## config.mk

```make
export PLATFORM = sky130hd
export DESIGN_NAME = spi_master_engine
export DESIGN_NICKNAME = d
export VERILOG_FILES = /design/src/rtl/spi_master_engine_pkg.sv /design/src/rtl/spi_master_engine_sclk_tick.sv /design/src/rtl/spi_master_engine.sv
export SDC_FILE = /design/constraint.sdc
export NUM_CORES = 1
export LEC_CHECK = 0
export ABC_AREA = 1
export BUFFER_PORTS_ARGS = -buffer_cell sky130_fd_sc_hd__buf_2
export CAP_MARGIN = 10
export CORE_AREA = 4 4 69 71
export CTS_CLUSTER_SIZE = 30
export DETAILED_ROUTE_END_ITERATION = 12
export DIE_AREA = 0 0 73 75
export HOLD_SLACK_MARGIN = 0.12
export PLACE_DENSITY = 0.73
export SKIP_LAST_GASP = 1
export SLEW_MARGIN = 40
export SYNTH_ARGS = -nofsm -noshare
export SYNTH_HDL_FRONTEND = slang
export SYNTH_SLANG_ARGS = --single-unit
```

## constraint.sdc

```tcl
create_clock -name clk -period 1.8 [get_ports clk]
set_clock_uncertainty 0.2 [all_clocks]
set_input_delay 0.18 -clock clk [delete_from_list [all_inputs] [get_ports clk]]
set_output_delay 0.18 -clock clk [all_outputs]
set_load 0.01 [all_outputs]
```

## src/rtl/spi_master_engine_pkg.sv

```systemverilog
// Shared types and default constants for the SPI master engine.
// Contents: state_t (engine FSM states), DEF_DATA_WIDTH, DEF_CLK_DIV.
// Optional feature macro: SPI_MASTER_ENGINE_BURST_EN adds the HELD state.
package spi_master_engine_pkg;

  localparam int DEF_DATA_WIDTH = 8;
  localparam int DEF_CLK_DIV    = 4;

  typedef enum logic [2:0] {
    ST_IDLE,
    ST_SETUP,
    ST_SHIFT,
    ST_HOLD
`ifdef SPI_MASTER_ENGINE_BURST_EN
    ,
    ST_HELD
`endif
  } state_t;

endpackage

```

## src/rtl/spi_master_engine_sclk_tick.sv

```systemverilog
// Half-period tick generator for the SPI master engine.
// Ports:
//   clk  - system clock
//   rst  - asynchronous active-high reset
//   en   - counting enable; while low the counter sits at its reload value
//   tick - one-cycle pulse every CLK_DIV enabled cycles
module spi_sclk_tick #(
  parameter int CLK_DIV = 4
) (
  input  logic clk,
  input  logic rst,
  input  logic en,
  output logic tick
);

  logic [7:0] cnt;

  always_ff @(posedge clk or posedge rst) begin
    if (rst) begin
      cnt <= 8'(CLK_DIV - 1);
    end else if (!en || cnt == 8'd0) begin
      cnt <= 8'(CLK_DIV - 1);
    end else begin
      cnt <= cnt - 8'd1;
    end
  end

  assign tick = en && (cnt == 8'd0);

endmodule

```

## src/rtl/spi_master_engine.sv

```systemverilog
// SPI mode-0 master engine: one DATA_WIDTH-bit full-duplex transfer per
// accepted start, MSB first, with setup/hold guard periods around the burst.
// Parameters: CLK_DIV (clk cycles per SCLK half period, 2..255), DATA_WIDTH.
// Ports:
//   clk, rst            - clock, asynchronous active-high reset
//   start               - one-cycle transfer request (accepted in IDLE)
//   slave_sel, tx_data  - target index and word, sampled on accepted start
//   rx_data             - last received word, updated with done
//   busy, done          - transfer in progress / one-cycle completion pulse
//   spi_select          - slave index to the chip-select decoder
//   spi_master_active_n - active-low transfer enable to the decoder
//   spi_sclk, spi_mosi, spi_miso - SPI bus
// Optional feature macro SPI_MASTER_ENGINE_BURST_EN adds:
//   keep_active - sampled at start; stay selected (HELD) after the word
//   release_req - leave HELD; named release_req because "release" is a
//                 reserved word in SystemVerilog
module spi_master_engine
  import spi_master_engine_pkg::*;
#(
  parameter int CLK_DIV    = DEF_CLK_DIV,
  parameter int DATA_WIDTH = DEF_DATA_WIDTH
) (
  input  logic                  clk,
  input  logic                  rst,
  input  logic                  start,
  input  logic [2:0]            slave_sel,
  input  logic [DATA_WIDTH-1:0] tx_data,
  output logic [DATA_WIDTH-1:0] rx_data,
  output logic                  busy,
  output logic                  done,
  output logic [2:0]            spi_select,
  output logic                  spi_master_active_n,
  output logic                  spi_sclk,
  output logic                  spi_mosi,
`ifdef SPI_MASTER_ENGINE_BURST_EN
  input  logic                  keep_active,
  input  logic                  release_req,
`endif
  input  logic                  spi_miso
);

  localparam int HW = $clog2(2 * DATA_WIDTH);
  localparam logic [HW-1:0] H_LAST = HW'(2 * DATA_WIDTH - 1);

  state_t                state_q, state_d;
  logic [DATA_WIDTH-1:0] tx_sr, rx_sr;
  logic [HW-1:0]         hcnt;
  logic                  tick, tick_en;
  logic                  load_tx, load_sel, sample, advance, finish;
`ifdef SPI_MASTER_ENGINE_BURST_EN
  logic                  keep_q;
`endif

  spi_sclk_tick #(.CLK_DIV(CLK_DIV)) u_tick (
    .clk  (clk),
    .rst  (rst),
    .en   (tick_en),
    .tick (tick)
  );

  always_ff @(posedge clk or posedge rst) begin
    if (rst) state_q <= ST_IDLE;
    else     state_q <= state_d;
  end

  always_comb begin
    state_d  = state_q;
    load_tx  = 1'b0;
    load_sel = 1'b0;
    finish   = 1'b0;
    case (state_q)
      ST_IDLE: begin
        if (start) begin
          state_d  = ST_SETUP;
          load_tx  = 1'b1;
          load_sel = 1'b1;
        end
      end
      ST_SETUP: if (tick) state_d = ST_SHIFT;
      ST_SHIFT: if (tick && hcnt == H_LAST) state_d = ST_HOLD;
      ST_HOLD: begin
        if (tick) begin
          finish = 1'b1;
`ifdef SPI_MASTER_ENGINE_BURST_EN
          state_d = keep_q ? ST_HELD : ST_IDLE;
`else
          state_d = ST_IDLE;
`endif
        end
      end
`ifdef SPI_MASTER_ENGINE_BURST_EN
      ST_HELD: begin
        // release has priority over a coincident start
        if (release_req) begin
          state_d = ST_IDLE;
        end else if (start) begin
          state_d = ST_SHIFT;
          load_tx = 1'b1;
        end
      end
`endif
      default: state_d = ST_IDLE;
    endcase
  end

  // Even half-period index = SCLK low; its tick is the rising edge.
  assign sample  = (state_q == ST_SHIFT) && tick && !hcnt[0];
  assign advance = (state_q == ST_SHIFT) && tick && hcnt[0] && (hcnt != H_LAST);

`ifdef SPI_MASTER_ENGINE_BURST_EN
  assign tick_en = (state_q != ST_IDLE) && (state_q != ST_HELD);
  assign busy    = (state_q != ST_IDLE) && (state_q != ST_HELD);
`else
  assign tick_en = (state_q != ST_IDLE);
  assign busy    = (state_q != ST_IDLE);
`endif

  assign spi_master_active_n = (state_q == ST_IDLE);
  assign spi_sclk            = (state_q == ST_SHIFT) && hcnt[0];
  assign spi_mosi            = busy ? tx_sr[DATA_WIDTH-1] : 1'b0;

  always_ff @(posedge clk or posedge rst) begin
    if (rst) begin
      tx_sr      <= '0;
      rx_sr      <= '0;
      rx_data    <= '0;
      hcnt       <= '0;
      spi_select <= '0;
      done       <= 1'b0;
    end else begin
      done <= finish;
      if (finish)   rx_data    <= rx_sr;
      if (load_sel) spi_select <= slave_sel;
      if (load_tx) begin
        tx_sr <= tx_data;
        hcnt  <= '0;
      end else begin
        if (advance) tx_sr <= tx_sr << 1;
        if ((state_q == ST_SHIFT) && tick) hcnt <= hcnt + 1'b1;
      end
      if (sample) rx_sr <= DATA_WIDTH'({rx_sr, spi_miso});
    end
  end

`ifdef SPI_MASTER_ENGINE_BURST_EN
  always_ff @(posedge clk or posedge rst) begin
    if (rst)          keep_q <= 1'b0;
    else if (load_tx) keep_q <= keep_active;
  end
`endif

endmodule

```

==> results of run 1 <==
==> registers in the layout, summed over array words and instances (netlist names) <==
name / count
rx_data: 8
hcnt: 4
rx_sr: 8
state_q: 2
spi_select: 3
tx_sr: 8
done: 1
u_tick.cnt: 8
==> report_power, final <==
group / switching (mW) / total [mW] / leakage, nW / internal, mW
combinational: 0.950 / 1.57 / 0.847 / 0.615
clock: 0.321 / 0.765 / 0.0573 / 0.444
sequential: 0.178 / 1.42 / 0.556 / 1.24
==> metrics by stage <==
step | hold slack (ps) | total power [mW] | utilization, % | setup WS [ps] | std cells
finish | 278 | 3.75 | 60.8 | 70.9 | 350
global route | 284 | 4.07 | 60.8 | -5.81 | 350
detailed placement | 144 | 2.90 | 54.0 | 17.3 | 326
floorplan | 89.6 | 2.46 | - | 93.6 | 240
CTS | 281 | 3.75 | 60.4 | -7.62 | 349
global placement | 142 | 2.85 | 54.0 | 94.9 | 326
==> critical path, delay by kind of cell (launching register included) <==
| family | cells | cell delay (ps) |
|---|---|---|
| and+or+nand+nor | 1 | 90 |
| buffers and inverters | 3 | 360 |
| DFF | 1 | 380 |
| adders and majority gates | 1 | 210 |
==> layout by cell type (no fill, tap or decap), drive strengths merged <==
cell type,instances
or2,4
a31oi,1
nand3,16
nor2,14
ha,7
dlygate4sd3,14
o21ai,12
dfrtp,40
inv,17
nand4,2
bufinv,1
nand2,113
a21oi,3
clkinvlp,1
dfstp,2
nor3,1
clkbuf,6
buf,40
xor2,4
==> metal layers <==
metal | wire length, um | vias up | GRT usage [%]
met1 | 1920 | 760 | 23.0
met2 | 1910 | 33 | 26.4
met3 | 231 | 8 | 5.21
met4 | 88 | 0 | 7.99
li1 | - | 862 | -
met5 | 0 | - | 0
==> layout make-up <==
| class | instances | area (sq um) | share of cell area (%) |
|---|---|---|---|
| multi-input cells | 177 | 908 | 35.3 |
| flip-flops and latches | 42 | 1050 | 40.9 |
| inverters | 18 | 71.3 | 2.77 |
| well taps | 52 | 65.1 | 2.53 |
| repair buffers | 54 | 365 | 14.2 |
| clock buffers | 6 | 82.6 | 3.21 |
| clock inverters | 1 | 30.0 | 1.17 |
==> worst max-delay path by stage <==
stage / depth (start not counted) / end / from
6_report: 5 / spi_mosi / state_q[1]
5_1_grt: 5 / spi_mosi / state_q[1]
4_1_cts: 5 / spi_mosi / state_q[1]
3_5_place_dp: 8 / tx_sr[6] / state_q[1]
3_3_place_gp: 7 / u_tick.cnt[6] / u_tick.cnt[0]
2_1_floorplan: 8 / hcnt[1] / state_q[0]
==> kinds of logic after synthesis <==
| family | after synthesis | share of synthesized area, % |
|---|---|---|
| xor+xnor | 4 | 1.73 |
| compound gates | 16 | 4.01 |
| flops | 42 | 51.9 |
| fa+ha+maj | 7 | 4.32 |
| buf+inv | 21 | 3.95 |
| simple gates | 150 | 34.1 |
==> cells in the mapped netlist, drive strengths merged <==
cell    number  share of area [%]
dfstp        2                2.6
o21ai       12                3.0
nand2      113                 22
a21oi        3               0.74
buf          1               0.25
dfrtp       40                 49
nand3       16                4.6
inv         18                3.3
xor2         4                1.7
nor3         1               0.25
nand4        2                1.4
or2          4                1.2
a31oi        1               0.31
ha           7                4.3
nor2        14                4.7
clkbuf       2               0.37
==> repair_timing <==
action,CTS,global route
hold endpoints to repair,54,0
hold buffers,14,0
setup buffers,2,1
resized for setup,3,4
pin swaps,0,1
gates cloned,0,0
endpoints found under the setup margin,3,32
==> flow_summary.toml, run 1 <==
[status]
run_status = "finished clean"

[flow_run]
drv_cap = 0

[global_route]
grt-ovfl-total = 0
antenna_found_initial = 0
grt_max_degree = 43
grt_first_pass_wirelength_um = 7250
grt_pass1_vias = 1621
track_usage_pct = 17.4

[timing]
min_period_ps = 1730
worst_slew_pin_slew_ps = 524
rsz0062_at_grt = "yes"
setup_viol = 0
finalSetupTns_ps = 0
final_hold_viol_count = 0
finalMaxSlewViolations = 0
fmax_ghz = 0.578
period_share_pct = 96.1
relSlewSlack_pct = 65.1

[power_and_ir_drop]
p_leak_nw = 1.46
p_per_area_mw_per_mm2 = 1460
peakVddDrop_mv = 0.719

[worst_hold_path]
whs_endpoint = "u_tick.cnt[0]"
hp-start = "u_tick.cnt[0]"
hp-class = "reg -> reg"
whs_path_depth = 1

[drt]
drt_iter0_markers = 70
firstDrtPassIters = 4
detail_route.drc_violations = 0
vias = 1663
ant_nets = 0
vias_per_cell = 4.75
finalWirelength_um = 4150
routedWlPerCell_um = 11.9

[place]
place_area_sq_mm = 0.00228
place.gp.congestion = 0.758
dp_hpwl_um = 2860
portBuffers = 30

[clock_network]
cts-buffers-inserted = 5
cts_tree = "yes"
cts_sinks = 42
htree_levels = 2
cts_root_buffer = "clkbuf_8"
clkTransAtPathRegs_ps = 80
cts_max_path_buffers = 2
clk-insertion-delay-late_ps = 300

[finish]
design_area_sq_mm = 0.00258
area_delta_synth_final_pct = 26.9
nFillCells = 385
layout-drive-gt1-share_pct = 24.2
nets = 320
antenna_cells = 0

[synth]
yosys.cell_types.count = 24
synth.avg_cell_area_sq_um = 8.46
synth_warnings = 0
ys_ff_latch = 42
postSynthCellCount = 240
syn_nets = 262
syn_area_sq_mm = 0.00203
yosysSeqAreaShare_pct = 51.9

[die]
die_h_um = 75
io_pins = 31
die_area_sq_mm = 0.00548
rows = 24
fp.coreArea_sq_mm = 0.00423
die_w_um = 73
start_util_pct = 47.9

[worst_setup_path]
slowest_delay_ps = 380
ff2ff_setup_slack_ps = 120
cpMaxStageDelayCell = "dfrtp_1"
arrival_ps = 1350
critPathMaxFanout = 4
worstSetupPathType = "reg -> out"
r2r_start = "u_tick.cnt[0]"
crit_path_end_kind = "output pin"
path_cells = "inv_1 -> ha_2 -> buf_4 -> nor2_1 -> buf_2"
start_kind = "flop"
reg2reg_depth = 8
crit_required_ps = 1420
r2r-end = "hcnt[0]"
No activity file was read; power rests on OpenSTA's default activity.
==> run 2: changes to the inputs <==
- SETUP_SLACK_MARGIN: default -> 0.5
==> run 2 against run 1 <==
  * Register-to-register slack improved by 40 ps
  * Worst hold slack got worse by 120 ps
  * Sequential cell count unchanged
  * Worst setup slack improved by 78 ps
  * Combinational power increased by 25%
  * Core utilization increased by 4.1 points
  * First-iteration DRC count increased by 31%
  * Sequential power about the same
  * Via count increased by 4.3%
  * Largest power group unchanged
==> flow_summary.toml, run 2 (synthesized netlist as in run 1, its figures left out) <==
[power_and_ir_drop]
p_per_area_mw_per_mm2 = 1460
power_mw = 4.00
p_sw_mw = 1.65
netSwitchingFraction_pct = 41.3
p_seq_share_pct = 35.9
peakVddDrop_mv = 0.836
p_comb_share_pct = 49.0
p_leak_nw = 1.47
clkPwrFrac_pct = 15.1
internal-power_mw = 2.35

[timing]
finalSetupTns_ps = 0
min_period_ps = 1650
worst_slew_pin_slew_ps = 522
setup_viol = 0
period_share_pct = 91.7
final_hold_viol_count = 0
fmax_ghz = 0.606
rsz0062_at_grt = "yes"
finalMaxSlewViolations = 0
relSlewSlack_pct = 65.2

[worst_hold_path]
hp-class = "in -> reg"
hp-start = "start"
whs_endpoint = "spi_select[0]"
whs_path_depth = 4

[die]
die_area_sq_mm = 0.00548
start_util_pct = 47.9
die_h_um = 75
rows = 24
io_pins = 31
die_w_um = 73
fp.coreArea_sq_mm = 0.00423

[global_route]
track_usage_pct = 18.0
grt-ovfl-total = 0
antenna_found_initial = 0
grt_first_pass_wirelength_um = 7560
grt_max_degree = 43
grt_pass1_vias = 1645

[worst_setup_path]
crit_path_end_kind = "output pin"
path_buf_inv = 3
start_kind = "flop"
critPathMaxFanout = 3
cpMaxStageDelayCell = "dfrtp_1"
ff2ff_setup_slack_ps = 160
r2r_start = "state_q[1]"
crit_family = "flip-flops"
reg2reg_depth = 9
arrival_ps = 1270
r2r-end = "state_q[0]"
crit_required_ps = 1420
worstSetupPathType = "reg -> out"
path_cells = "buf_4 -> ha_4 -> nand2_1 -> inv_2 -> buf_6"
slowest_delay_ps = 420

[drt]
detail_route.drc_violations = 0
drt_iter0_markers = 92
vias_per_cell = 4.89
routedWlPerCell_um = 12.3
finalWirelength_um = 4370
firstDrtPassIters = 4
vias = 1735
ant_nets = 0

[clock_network]
cts_root_buffer = "clkbuf_8"
clkTransAtPathRegs_ps = 90
cts-buffers-inserted = 5
cts_max_path_buffers = 2
htree_levels = 2
cts_sinks = 42
clk-insertion-delay-late_ps = 300
cts_tree = "yes"

[finish]
nets = 324
layout_common_cells = "nand2_1 (102), dfrtp_1 (40), buf_2 (27)"
area_delta_synth_final_pct = 35.5
layout.cells.most_common = "nand2_1"
antenna_cells = 0
layout-drive-gt1-share_pct = 32.0

[status]
run_status = "finished clean"

[flow_run]
drv_cap = 0

[place]
dp_hpwl_um = 2620
portBuffers = 30
place.gp.congestion = 0.768
run 2: cell types whose count changed in the layout (fill, tap and decap cells not counted), moves of 4 or more:
cell     delta
ha_1        -5
ha_4        +5
inv_1       -8
inv_2       +4
nand2_4     +4
o21ai_0     -4
run 2: area by class of cell:
type	instances	area, sq um
Tap cell	52	65.1
Timing Repair inverter	1	5.00
Multi-Input combinational cell	179	1050
Clock inverter	2	13.8
Fill cell	339	1480
Inverter	18	90.1
Sequential cell	42	1050
Timing Repair Buffer	55	404
Clock buffer	6	72.6
run 2: worst reg2reg max path, cell delays in order, from the launching register on:
cell	delay, ps
dfrtp_1	420
inv_2	90
ha_4	230
inv_6	60
buf_12	120
nand2_4	170
nand2_2	100
nand2_2	80
nand2_1	60
nand2_1	50
run 2: layer usage:
metal / vias up / global-route usage (%) / wire [um]
met5: - / 0 / 0
met4: 0 / 7.38 / 85
met3: 7 / 4.54 / 152
met2: 29 / 28.8 / 2170
met1: 826 / 23.4 / 1950
li1: 873 / - / -
run 2: how the worst max path moves through the flow:
stage / from / to / cells after the start
6_report: state_q[1] / spi_sclk / 5
5_1_grt: u_tick.cnt[6] / rx_sr[3] / 7
4_1_cts: state_q[1] / spi_mosi / 4
3_5_place_dp: state_q[1] / hcnt[2] / 7
3_3_place_gp: state_q[1] / hcnt[2] / 7
2_1_floorplan: u_tick.cnt[0] / hcnt[0] / 8
run 2: through the flow:
stage	instance area (sq um)	cells	setup WS (ps)	utilization (%)	hold WS, ps
after floorplan	2130	240	347	-	-29.2
after CTS	2690	351	186	63.4	182
final	2750	355	149	65.0	160
after detailed placement	2310	320	125	54.6	170
after global routing	2750	355	77.4	65.0	174
after global placement	2310	320	201	54.6	162
run 2: what timing repair did:
action | 4_1_cts | 5_1_grt
endpoints found under the hold margin | 54 | 0
setup endpoints to repair | 46 | 46
setup buffers | 6 | 4
hold buffers | 14 | 0
gates cloned | 3 | 0
gates resized for setup | 19 | 8
pin swaps | 8 | 7
run 2: power by group through the flow:
stage          Clock (mW)  Combinational [mW]  Sequential (mW)
2_1_floorplan           0                1.20             1.45
3_3_place_gp            0                1.45             1.46
3_5_place_dp            0                1.48             1.46
4_1_cts             0.627                1.80             1.44
5_1_grt             0.657                2.18             1.48
6_report            0.604                1.96             1.44
